<file path="src/rtl/instr_fetch_unit.sv">
// instr_fetch_unit
//   Instruction fetch/issue stage. Sequences the PC, runs a req/ready
//   handshake with instruction memory, holds the fetched word until the
//   downstream stage accepts it, and applies jump/branch redirects.
//
//   Ports:
//     clk, reset                     rising-edge clock, async active-high reset
//     imem_req/imem_addr             fetch request and address (held until ready)
//     imem_ready/imem_rdata          accept strobe and same-cycle instruction word
//     instr/opcode/instr_valid       instruction register, instr[31:26], valid flag
//     link_pc                        address of instr + 4
//     stall                          downstream hold while instr_valid
//     jump_en/jump_target            jump redirect (priority over branch)
//     branch_taken/branch_target     qualified branch redirect
//     align_err                      one-cycle pulse on rejected misaligned target
//
//   Build option: FETCH_ALIGN_CHECK_EN
//     defined   -> misaligned redirect targets are ignored and align_err pulses
//     undefined -> target[1:0] is forced to 0, align_err tied low
module instr_fetch_unit #(
  parameter int unsigned     PC_W     = 32,
  parameter logic [PC_W-1:0] RESET_PC = '0
) (
  input  logic            clk,
  input  logic            reset,
  output logic            imem_req,
  output logic [PC_W-1:0] imem_addr,
  input  logic            imem_ready,
  input  logic [31:0]     imem_rdata,
  output logic [31:0]     instr,
  output logic [5:0]      opcode,
  output logic            instr_valid,
  input  logic            stall,
  input  logic            jump_en,
  input  logic [PC_W-1:0] jump_target,
  input  logic            branch_taken,
  input  logic [PC_W-1:0] branch_target,
  output logic [PC_W-1:0] link_pc,
  output logic            align_err
);

  typedef enum logic [1:0] {
    BOOT  = 2'd0,
    FETCH = 2'd1,
    ISSUE = 2'd2,
    DRAIN = 2'd3
  } state_t;

  state_t          state_q, state_d;
  logic [PC_W-1:0] pc_q, pc_d;
  logic [31:0]     instr_q, instr_d;
  logic [PC_W-1:0] link_pc_q, link_pc_d;
  logic [PC_W-1:0] pend_pc_q, pend_pc_d;

  logic            redir_req;
  logic [PC_W-1:0] redir_raw;
  logic            redir;
  logic [PC_W-1:0] redir_target;

  assign redir_req = jump_en | branch_taken;
  assign redir_raw = jump_en ? jump_target : branch_target;

`ifdef FETCH_ALIGN_CHECK_EN
  logic align_err_q, align_err_d;

  always_comb begin
    redir        = redir_req & ~(|redir_raw[1:0]);
    redir_target = redir_raw;
    align_err_d  = redir_req & (|redir_raw[1:0]);
  end

  always_ff @(posedge clk or posedge reset) begin
    if (reset) align_err_q <= 1'b0;
    else       align_err_q <= align_err_d;
  end

  assign align_err = align_err_q;
`else
  always_comb begin
    redir        = redir_req;
    redir_target = redir_raw & ~PC_W'(3);
  end

  assign align_err = 1'b0;
`endif

  always_comb begin
    state_d   = state_q;
    pc_d      = pc_q;
    instr_d   = instr_q;
    link_pc_d = link_pc_q;
    pend_pc_d = pend_pc_q;
    unique case (state_q)
      BOOT: begin
        state_d = FETCH;
        if (redir) pc_d = redir_target;
      end
      FETCH: begin
        if (redir) begin
          // pc must stay on the outstanding address until memory accepts it,
          // so an unaccepted redirect is parked in pend_pc.
          if (imem_ready) begin
            pc_d = redir_target;
          end else begin
            pend_pc_d = redir_target;
            state_d   = DRAIN;
          end
        end else if (imem_ready) begin
          instr_d   = imem_rdata;
          link_pc_d = pc_q + PC_W'(4);
          state_d   = ISSUE;
        end
      end
      ISSUE: begin
        if (redir) begin
          pc_d    = redir_target;
          state_d = FETCH;
        end else if (!stall) begin
          pc_d    = pc_q + PC_W'(4);
          state_d = FETCH;
        end
      end
      DRAIN: begin
        // A redirect arriving together with ready is the latest one and wins.
        if (redir) pend_pc_d = redir_target;
        if (imem_ready) begin
          pc_d    = redir ? redir_target : pend_pc_q;
          state_d = FETCH;
        end
      end
      default: state_d = BOOT;
    endcase
  end

  always_ff @(posedge clk or posedge reset) begin
    if (reset) begin
      state_q   <= BOOT;
      pc_q      <= RESET_PC;
      instr_q   <= '0;
      link_pc_q <= '0;
      pend_pc_q <= '0;
    end else begin
      state_q   <= state_d;
      pc_q      <= pc_d;
      instr_q   <= instr_d;
      link_pc_q <= link_pc_d;
      pend_pc_q <= pend_pc_d;
    end
  end

  assign imem_req    = (state_q == FETCH) || (state_q == DRAIN);
  assign imem_addr   = pc_q;
  assign instr       = instr_q;
  assign opcode      = instr_q[31:26];
  assign instr_valid = (state_q == ISSUE);
  assign link_pc     = link_pc_q;

endmodule
</file>
<file path="config.mk">
export PLATFORM = sky130hd
export DESIGN_NAME = instr_fetch_unit
export DESIGN_NICKNAME = d
export VERILOG_FILES = /design/src/rtl/instr_fetch_unit.sv
export SDC_FILE = /design/constraint.sdc
export NUM_CORES = 1
export LEC_CHECK = 0
export CORE_MARGIN = 8
export CORE_UTILIZATION = 48
export DETAILED_ROUTE_END_ITERATION = 6
export PLACE_DENSITY = 0.81
export SLEW_MARGIN = 5
export SYNTH_ARGS = -nofsm -noshare
export SYNTH_HDL_FRONTEND = slang
export SYNTH_SLANG_ARGS = --single-unit
</file>
<file path="constraint.sdc">
create_clock -name clk -period 4.45 [get_ports clk]
set_input_delay 0.445 -clock clk [delete_from_list [all_inputs] [get_ports clk]]
set_output_delay 0.445 -clock clk [all_outputs]
set_load 0.005 [all_outputs]
</file>
==> flow_metrics.py, run 1 <==
metrics = {
    "status": {
        "outcome": "complete, no violations",
    },
    "worst_setup_path": {
        "cp-start-kind": "flip-flop",
        "r2r_cells": 5,
        "regToRegSetupSlack_ns": 1.54,
        "crit_type": "reg2out",
        "r2r-start": "state_q[0]",
        "worstPathCellList": "nand2b_1 -> inv_1 -> clkdlybuf4s50_1",
        "worstSetupEndpointType": "primary output",
        "crit_required_ns": 4.01,
        "slowest_stage": "dfrtp_1",
        "slowest_delay_ns": 1.03,
        "path_buf_inv": 2,
        "cp.arrival_ns": 2.59,
        "crit_family": "flip-flops",
        "worstPathMaxFanout": 31,
        "r2r_end": "imem_addr[21]",
    },
    "place": {
        "dp.cells": 1097,
        "io_buffers": 201,
        "dp_hpwl_um": 15610,
        "place.gp.congestion": 0.9009,
    },
    "sta": {
        "max_slew_margin": 0.3090,
        "tns_ns": 0,
        "setup_violations": 0,
        "slew_viol_final": 0,
        "worst_pin_slew_ns": 1.037,
        "finalCritPeriodShare": 0.6815,
        "grt_setup_unrepaired": "false",
        "finalCriticalPeriod_ns": 3.033,
        "finalHoldViolCount": 0,
        "skew_ns": 0.004284,
        "clock.fmax_mhz": 329.7,
    },
    "clock_tree": {
        "cts_made_buffers": 17,
        "hold_buffers": 0,
        "cts_sinks": 130,
        "post_cts_buffers": 0,
        "root_buffer": "clkbuf_16",
        "clk_path_buf_depth": 2,
        "htree_levels": 4,
        "insertion_delay_ns": 0.42,
        "cts_tree": "built",
        "cts_resized": 0,
        "clkTransAtPathRegs_ns": 0.06,
    },
    "worst_hold_path": {
        "hold_depth": 2,
        "hp-start": "pend_pc_q[16]",
        "min_to": "pend_pc_q[16]",
        "hold_path.class": "reg2reg",
    },
    "floorplanning": {
        "die-area_um2": 18860,
        "coreArea_um2": 14480,
        "rows": 44,
        "start_util": 0.4879,
        "ioPinCount": 207,
        "die_h_um": 137.3,
        "dieWidth_um": 137.3,
    },
    "global_route": {
        "antenna_found_initial": 0,
        "grtUsageMet2": 0.3670,
        "grt_overflow": 0,
        "grt_pass1_vias": 6444,
        "use_met1": 0.3027,
        "grt_usage": 0.2350,
        "met3_usage": 0.05908,
        "top_usage_layer": "met2",
        "grt_max_degree": 71,
        "grt_pass1_wl_um": 34490,
    },
    "finish": {
        "regArea_um2": 3253,
        "multi_input_area_um2": 3482,
        "fillers": 1187,
        "fin_nets": 1035,
        "fin_cells": 1129,
        "diodes": 0,
        "layout-drive-gt1-share": 0.09841,
        "syn2layout_area_growth_pct": 37.64,
    },
    "yosys": {
        "synth_nets": 868,
        "synthFlopType": "dfrtp_1",
        "ys_ff_latch": 130,
        "ys_async_sr_fraction": 1.000,
        "avgSynthCellArea_um2": 9.234,
        "yosysWarnings": 0,
        "synth-seq-area-share": 0.4605,
        "synth_edf_count": 0,
        "synth.cell_area_um2": 7064,
        "netlist-cell-type-count": 65,
        "synth_cells": 765,
    },
    "detailed_routing": {
        "routedWlPerCell_um": 19.26,
        "viasPerCell": 5.833,
        "drc": 0,
        "antenna_left": 0,
        "drt_iter0_drc": 628,
        "dr.pass1.iters": 5,
        "wl_um": 21740,
        "num_vias": 6586,
    },
    "power": {
        "power_density_nw_per_um2": 441.0,
        "max-vdd-ir-drop_v": 0.0002691,
        "p_leak_nw": 4.023,
    },
    "run": {
        "cap_violations": 0,
    },
}
registers in the layout (all words and copies together), names as in the netlist:
signal / count
imem_addr: 32
instr: 32
link_pc: 32
pend_pc_q: 32
state_q: 2
metrics by stage:
step | area (um^2) | power, mW | hold slack [ns] | setup WS, ns | utilization
detailed placement | 9149 | 2.972 | 0.4668 | 1.574 | 0.6319
finish | 9723 | 4.288 | 0.4708 | 1.417 | 0.6715
CTS | 9723 | 4.320 | 0.4795 | 1.459 | 0.6715
global route | 9723 | 4.515 | 0.4998 | 1.346 | 0.6715
global placement | 9149 | 2.928 | 0.4554 | 1.646 | 0.6319
floorplan | 7064 | 2.208 | 0.4418 | 0.5357 | -
worst max path at each step:
stage	to	depth (start not counted)	from	slack, ns
floorplan	imem_addr[0]	1	reset	0.54
global placement	imem_addr[11]	7	branch_taken	1.65
detailed placement	imem_addr[11]	7	branch_taken	1.57
CTS	instr_valid	3	state_q[0]	1.46
global route	imem_addr[30]	5	state_q[0]	1.35
finish	instr_valid	3	state_q[0]	1.42
kinds of logic (layout without fill, tap and decap cells):
logic type               Yosys count  count (layout)  share of synthesized area
AND/OR/NAND/NOR                  238             238                     0.1645
AO/OA/AOI/OAI                    225             225                     0.1973
flip-flops                       130             130                     0.4605
buffers and inverters             82             262                    0.04906
multiplexers                      61              61                    0.09281
XOR/XNOR                          27              27                    0.03348
adder cells (fa/ha/maj)            1               1                   0.001771
other                              1               1                  0.0005308
tightest hold or removal path, delay by kind of cell (launching register included):
| kind | cells | cell delay [ns] |
|---|---|---|
| AND/OR/NAND/NOR | 1 | 0.04 |
| flip-flops | 1 | 0.33 |
| AO/OA/AOI/OAI | 1 | 0.06 |
synth_stat cells (all sizes together), types with 6 or more instances:
cell type	n	area share
and4b	6	0.0085
a21oi	41	0.029
nand2	106	0.056
a21boi	6	0.0064
xor2	7	0.0087
nor3	9	0.0064
a31oi	9	0.0080
and3	7	0.0062
nand4	10	0.012
xnor2	20	0.025
buf	20	0.016
mux2i	25	0.035
inv	15	0.0080
o21ai	96	0.068
a211oi	8	0.0085
nand3	26	0.018
nor2	36	0.019
mux2	36	0.057
clkbuf	47	0.025
and2	6	0.0053
nor2b	6	0.0053
o31ai	6	0.0064
nand2b	8	0.0071
o2bb2ai	9	0.011
dfrtp	130	0.46
cell usage in the layout (no fill, tap or decap), types with 4 or more instances in the layout:
cell             netlist  layout
nor2_1                36      36
a41oi_1                4       4
o31a_1                 4       4
o22ai_1                4       4
buf_4                  8      13
and3_1                 7       7
clkdlybuf4s50_1        0     200
nor3_1                 9       9
nand4_1                8       8
a21boi_0               6       6
dfrtp_1              130     130
o221ai_1               4       4
nor4_1                 4       4
a31oi_1                9       9
nand3_1               26      24
and4_1                 4       4
a221oi_1               5       5
xor2_1                 7       7
o31ai_1                6       6
nand2b_1               8       8
clkinvlp_4             0       5
inv_1                 15      14
xnor2_1               20      20
nand2_1              106     106
a21oi_1               41      41
mux2i_1               25      25
nor2b_1                6       6
o21ai_0               95      95
and4b_1                6       6
o2bb2ai_1              9       9
a211oi_1               8       8
mux2_2                36      36
and2_1                 6       6
clkbuf_16              0      17
power by group:
group	switching [mW]	internal [mW]	total [mW]	leakage [nW]
combinational	0.499	0.749	1.25	2.16
sequential	0.236	1.46	1.70	1.60
clock	0.529	0.814	1.34	0.268
total	1.26	3.02	4.29	4.02
layout make-up:
class | count | share of cell area
Tap cell | 184 | 0.02368
Multi-Input combinational cell | 553 | 0.3581
Clock inverter | 11 | 0.01068
Timing Repair Buffer | 215 | 0.2185
Inverter | 15 | 0.006048
Clock buffer | 21 | 0.04838
Sequential cell | 130 | 0.3346
metal layers:
metal / wire length, um / part of all wire
met5: 0 / 0
met4: 777 / 0.036
met3: 2097 / 0.096
met2: 10030 / 0.46
met1: 8843 / 0.41
No activity file was read; power rests on OpenSTA's default activity.
==> run 2, diff against run 1 <==
Clock period 4.45 ns to 3.17 ns, I/O delays scaled along.
==> run 2 against run 1 <==
Global-route usage fell by 0.42 points. Flip-flop and latch count did not move. Sequential power rose by 40%. Critical path type unchanged.
==> flow_metrics.py, run 2 (synthesized netlist as in run 1, its figures left out) <==
metrics = {
    "status": {
        "outcome": "complete, no violations",
    },
    "place": {
        "place.gp.congestion": 0.9161,
        "dp_hpwl_um": 15840,
        "io_buffers": 201,
    },
    "sta": {
        "finalHoldViolCount": 0,
        "skew_ns": 0.008542,
        "finalCritPeriodShare": 0.8213,
        "tns_ns": 0,
        "worst_pin_slew_ns": 0.7185,
        "slew_viol_final": 0,
        "finalCriticalPeriod_ns": 2.604,
        "clock.fmax_mhz": 384.1,
        "max_slew_margin": 0.5142,
        "setup_violations": 0,
        "grt_setup_unrepaired": "false",
    },
    "worst_setup_path": {
        "worstSetupEndpointType": "primary output",
        "r2r_end": "imem_addr[25]",
        "slowest_delay_ns": 0.67,
        "cp-start-kind": "flip-flop",
        "r2r_cells": 5,
        "r2r-start": "imem_addr[13]",
        "regToRegSetupSlack_ns": 0.75,
        "cp.arrival_ns": 2.29,
        "crit_required_ns": 2.85,
        "crit_start": "state_q[1]",
        "worstPathMaxFanout": 17,
        "worstPathCellList": "nand2b_1 -> inv_1 -> clkdlybuf4s50_1",
        "slowest_stage": "dfrtp_1",
        "crit_type": "reg2out",
    },
    "floorplanning": {
        "die-area_um2": 18860,
        "dieWidth_um": 137.3,
        "rows": 44,
        "start_util": 0.4879,
        "coreArea_um2": 14480,
        "die_h_um": 137.3,
        "ioPinCount": 207,
    },
    "global_route": {
        "antenna_found_initial": 2,
        "grt_max_degree": 119,
        "grt_pass1_wl_um": 33840,
        "grt_usage": 0.2308,
        "grt_overflow": 0,
        "grt_pass1_vias": 6266,
    },
    "clock_tree": {
        "htree_levels": 4,
        "cts_sinks": 130,
        "insertion_delay_ns": 0.42,
        "post_cts_buffers": 0,
        "root_buffer": "clkbuf_16",
        "cts_tree": "built",
        "clkTransAtPathRegs_ns": 0.06,
        "cts_resized": 0,
        "hold_buffers": 0,
        "clk_path_buf_depth": 2,
        "cts_made_buffers": 17,
    },
    "detailed_routing": {
        "dr.pass1.iters": 5,
        "drc": 0,
        "wl_um": 21940,
        "drt_iter0_drc": 604,
        "antenna_left": 0,
        "num_vias": 6578,
        "viasPerCell": 5.790,
        "routedWlPerCell_um": 19.32,
    },
    "power": {
        "p_leak_nw": 4.082,
        "power_density_nw_per_um2": 624.9,
        "max-vdd-ir-drop_v": 0.0004266,
    },
    "finish": {
        "regArea_um2": 3253,
        "fillers": 1182,
        "fin_nets": 1040,
        "final_common_cell": "clkdlybuf4s50_1",
        "syn2layout_area_growth_pct": 39.27,
        "final_util": 0.6795,
        "multi_input_area_um2": 3482,
        "layout-drive-gt1-share": 0.1042,
        "final_cell_mix": "200 x clkdlybuf4s50_1, 130 x dfrtp_1, 106 x nand2_1",
    },
    "worst_hold_path": {
        "hold_path.class": "in2async",
    },
    "run": {
        "cap_violations": 0,
    },
}
[run 2: changes by cell type in the layout (fill, tap and decap cells not counted), moves of 2 or more]
| cell | before | now |
|---|---|---|
| diode_2 | 0 | 2 |
| clkinv_4 | 1 | 3 |
| buf_4 | 13 | 15 |
| buf_12 | 1 | 4 |
[run 2: worst max-delay path by stage]
stage / cells after the start / to / slack, ns
after global placement: 7 / imem_addr[28] / 0.68
final: 3 / instr_valid / 0.57
after global routing: 3 / instr_valid / 0.47
after CTS: 3 / instr_valid / 0.59
after floorplan: 6 / imem_addr[25] / 1.14
after detailed placement: 7 / imem_addr[10] / 0.68
[run 2: final cells by class]
class,instances,area share
clock inverters,11,0.01297
repair buffers,220,0.2236
flip-flops and latches,130,0.3307
multi-input cells,553,0.3539
well taps,184,0.02340
clock buffers,21,0.04884
inverters,15,0.006105
diodes,2,0.0005087
[run 2: power breakdown]
group          internal [mW]  leakage, nW  switching [mW]
Clock                   1.24        0.292           0.755
Sequential              2.05         1.60           0.329
Combinational           1.06         2.19           0.706
[run 2: through the flow]
| step | hold slack, ns | instance area (um^2) | instances | power (mW) | worst slack (ns) |
|---|---|---|---|---|---|
| floorplan | 0.4418 | 7068 | 765 | 3.100 | 1.140 |
| global placement | 0.4547 | 9225 | 1102 | 4.117 | 0.6839 |
| detailed placement | 0.4634 | 9225 | 1102 | 4.181 | 0.6759 |
| CTS | 0.2173 | 9833 | 1134 | 6.177 | 0.5931 |
| global route | 0.2356 | 9838 | 1136 | 6.440 | 0.4710 |
| finish | 0.2152 | 9838 | 1136 | 6.148 | 0.5664 |
[run 2: metal layers]
layer	wire, um	part of all wire	vias to the layer above	GRT usage
li1	-	-	3100	-
met1	9360	0.43	3146	0.2988
met2	10140	0.46	285	0.3551
met3	1815	0.083	47	0.06018
met4	624	0.028	0	0.1068
met5	0	0	-	0
[run 2: worst max-delay path, delay by kind of cell (launching register included)]
kind	cells	cell delay, ns
buffers and inverters	2	0.87
flip-flops	1	0.67
AND/OR/NAND/NOR	1	0.32
==> run 3, diff against run 2 <==
Settings changed: CORE_UTILIZATION 48 to 43, PLACE_DENSITY 0.81 to 0.77.
Clock period 3.17 ns to 2.1 ns, I/O delays scaled along.
==> run 3 against run 2 <==
Die area is 10% higher. Global-route usage shrank 0.85 points. Flip-flop and latch count unchanged. Clock power is 46% higher. Setup slack got worse by 0.54 ns. Combinational power grew 69%. Clock skew increased by 0.0025 ns. Largest cell class unchanged.
==> flow_metrics.py, run 3 (synthesized netlist as in run 1, its figures left out) <==
metrics = {
    "status": {
        "outcome": "complete, no violations",
    },
    "sta": {
        "finalCritPeriodShare": 0.9855,
        "setup_violations": 0,
        "finalCriticalPeriod_ns": 2.070,
        "worst_pin_slew_ns": 0.6970,
        "grt_setup_unrepaired": "true",
        "finalHoldViolCount": 0,
        "max_slew_margin": 0.5317,
        "slew_viol_final": 0,
        "skew_ns": 0.01100,
        "clock.fmax_mhz": 483.2,
        "whs_ns": 0.1012,
    },
    "place": {
        "place_area_um2": 9696,
        "place.gp.congestion": 0.9050,
        "io_buffers": 201,
        "dp_hpwl_um": 17360,
        "dp.cells": 1188,
    },
    "floorplanning": {
        "die-area_um2": 20790,
        "start_util": 0.4321,
        "die_h_um": 144.2,
        "coreArea_um2": 16350,
        "dieWidth_um": 144.2,
        "ioPinCount": 207,
        "rows": 47,
    },
    "finish": {
        "final_common_cell": "clkdlybuf4s50_1",
        "fin_nets": 1090,
        "fin_cells": 1220,
        "syn2layout_area_growth_pct": 46.07,
        "diodes": 0,
        "final_cell_mix": "200 x clkdlybuf4s50_1, 129 x dfrtp_1, 106 x nand2_1",
        "design_area_um2": 10320,
        "layout-drive-gt1-share": 0.1580,
    },
    "detailed_routing": {
        "drc": 0,
        "antenna_left": 0,
        "wl_um": 23150,
        "drt_iter0_drc": 614,
        "routedWlPerCell_um": 18.98,
        "dr.pass1.iters": 6,
        "viasPerCell": 5.534,
        "num_vias": 6751,
    },
    "worst_setup_path": {
        "crit_type": "reg2reg",
        "crit_start": "imem_addr[13]",
        "r2r-start": "imem_addr[13]",
        "crit_path_end": "imem_addr[25]",
        "crit_required_ns": 2.46,
        "slowest_delay_ns": 0.56,
        "worstPathMaxFanout": 4,
        "slowest_stage": "or4_4",
        "r2r_cells": 5,
        "worstSetupEndpointType": "flip-flop",
        "cp.arrival_ns": 2.43,
        "regToRegSetupSlack_ns": 0.03,
        "worstPathCellList": "nand4_4 -> or4_4 -> or4_4 -> a31oi_2 -> o31a_2",
        "r2r_end": "imem_addr[25]",
        "path_common_cell": "or4_4",
        "cp-start-kind": "flip-flop",
    },
    "clock_tree": {
        "root_buffer": "clkbuf_16",
        "cts_tree": "built",
        "cts_made_buffers": 17,
        "insertion_delay_ns": 0.42,
        "hold_buffers": 0,
        "clk_path_buf_depth": 2,
        "htree_levels": 4,
        "clkTransAtPathRegs_ns": 0.06,
        "cts_sinks": 130,
    },
    "power": {
        "p_leak_nw": 4.324,
        "power_density_nw_per_um2": 911.5,
        "finalPower_mw": 9.405,
        "max-vdd-ir-drop_v": 0.0005690,
    },
    "global_route": {
        "grt_max_degree": 73,
        "grt_pass1_vias": 6711,
        "grt_overflow": 0,
        "grt_usage": 0.2222,
        "antenna_found_initial": 0,
        "grt_pass1_wl_um": 35780,
    },
    "worst_hold_path": {
        "hold_path.class": "in2async",
    },
    "run": {
        "cap_violations": 0,
    },
}
run 3: cell count changes in the layout (fill, tap and decap cells not counted), sizes merged:
cell      change
diode         -2
clkinv        -1
clkinvlp      +1
inv           +4
buf          +50
clkbuf        -4
run 3: repair_timing:
action                     4_1_cts  5_1_grt
cloned                           0        0
setup endpoints to repair        1       15
pin swaps                        0        2
gates resized for setup          1        9
buffers inserted                 0        0
run 3: worst min path at each step:
stage | start | end | cells after the start
finish | reset | instr[19] | 2
global route | reset | instr[4] | 2
CTS | reset | instr[4] | 2
detailed placement | pend_pc_q[17] | pend_pc_q[17] | 2
global placement | pend_pc_q[31] | pend_pc_q[31] | 2
floorplan | imem_rdata[16] | instr[16] | 1
run 3: final cells by class:
cell class              instances  area [um^2]
multi-input cells             553         3522
clock inverters                15        156.4
inverters                      15        60.06
well taps                     220        275.3
clock buffers                  17        425.4
repair buffers                270         2625
flip-flops and latches        130         3254
fillers                      1399         6030
run 3: worst max-delay path: cells and delay by family, from the launching register on:
family | cells | cell delay [ns]
and+or+nand+nor | 3 | 1.20
AOI/OAI and AO/OA | 2 | 0.41
DFF | 1 | 0.40
run 3: routing by layer:
metal | GRT usage | up-vias | part of all wire
met4 | 0.1068 | 0 | 0.036
met3 | 0.05579 | 60 | 0.080
met2 | 0.3479 | 309 | 0.47
met5 | 0 | - | 0
li1 | - | 3200 | -
met1 | 0.2827 | 3182 | 0.42
run 3: metrics by stage:
step	utilization	setup WS (ns)	setup TNS [ns]
after global placement	0.5931	-0.007434	-0.007434
after detailed placement	0.5931	-0.03679	-0.05836
final	0.6312	0.03045	0
after floorplan	-	0.07021	0
after CTS	0.6287	0.02516	0
after global routing	0.6312	-0.02913	-0.05335
run 3: report_power, final:
| group | switching [mW] | internal, mW | leakage [nW] |
|---|---|---|---|
| clock | 1.16 | 1.76 | 0.278 |
| sequential | 0.386 | 3.10 | 1.59 |
| combinational | 1.24 | 1.76 | 2.45 |
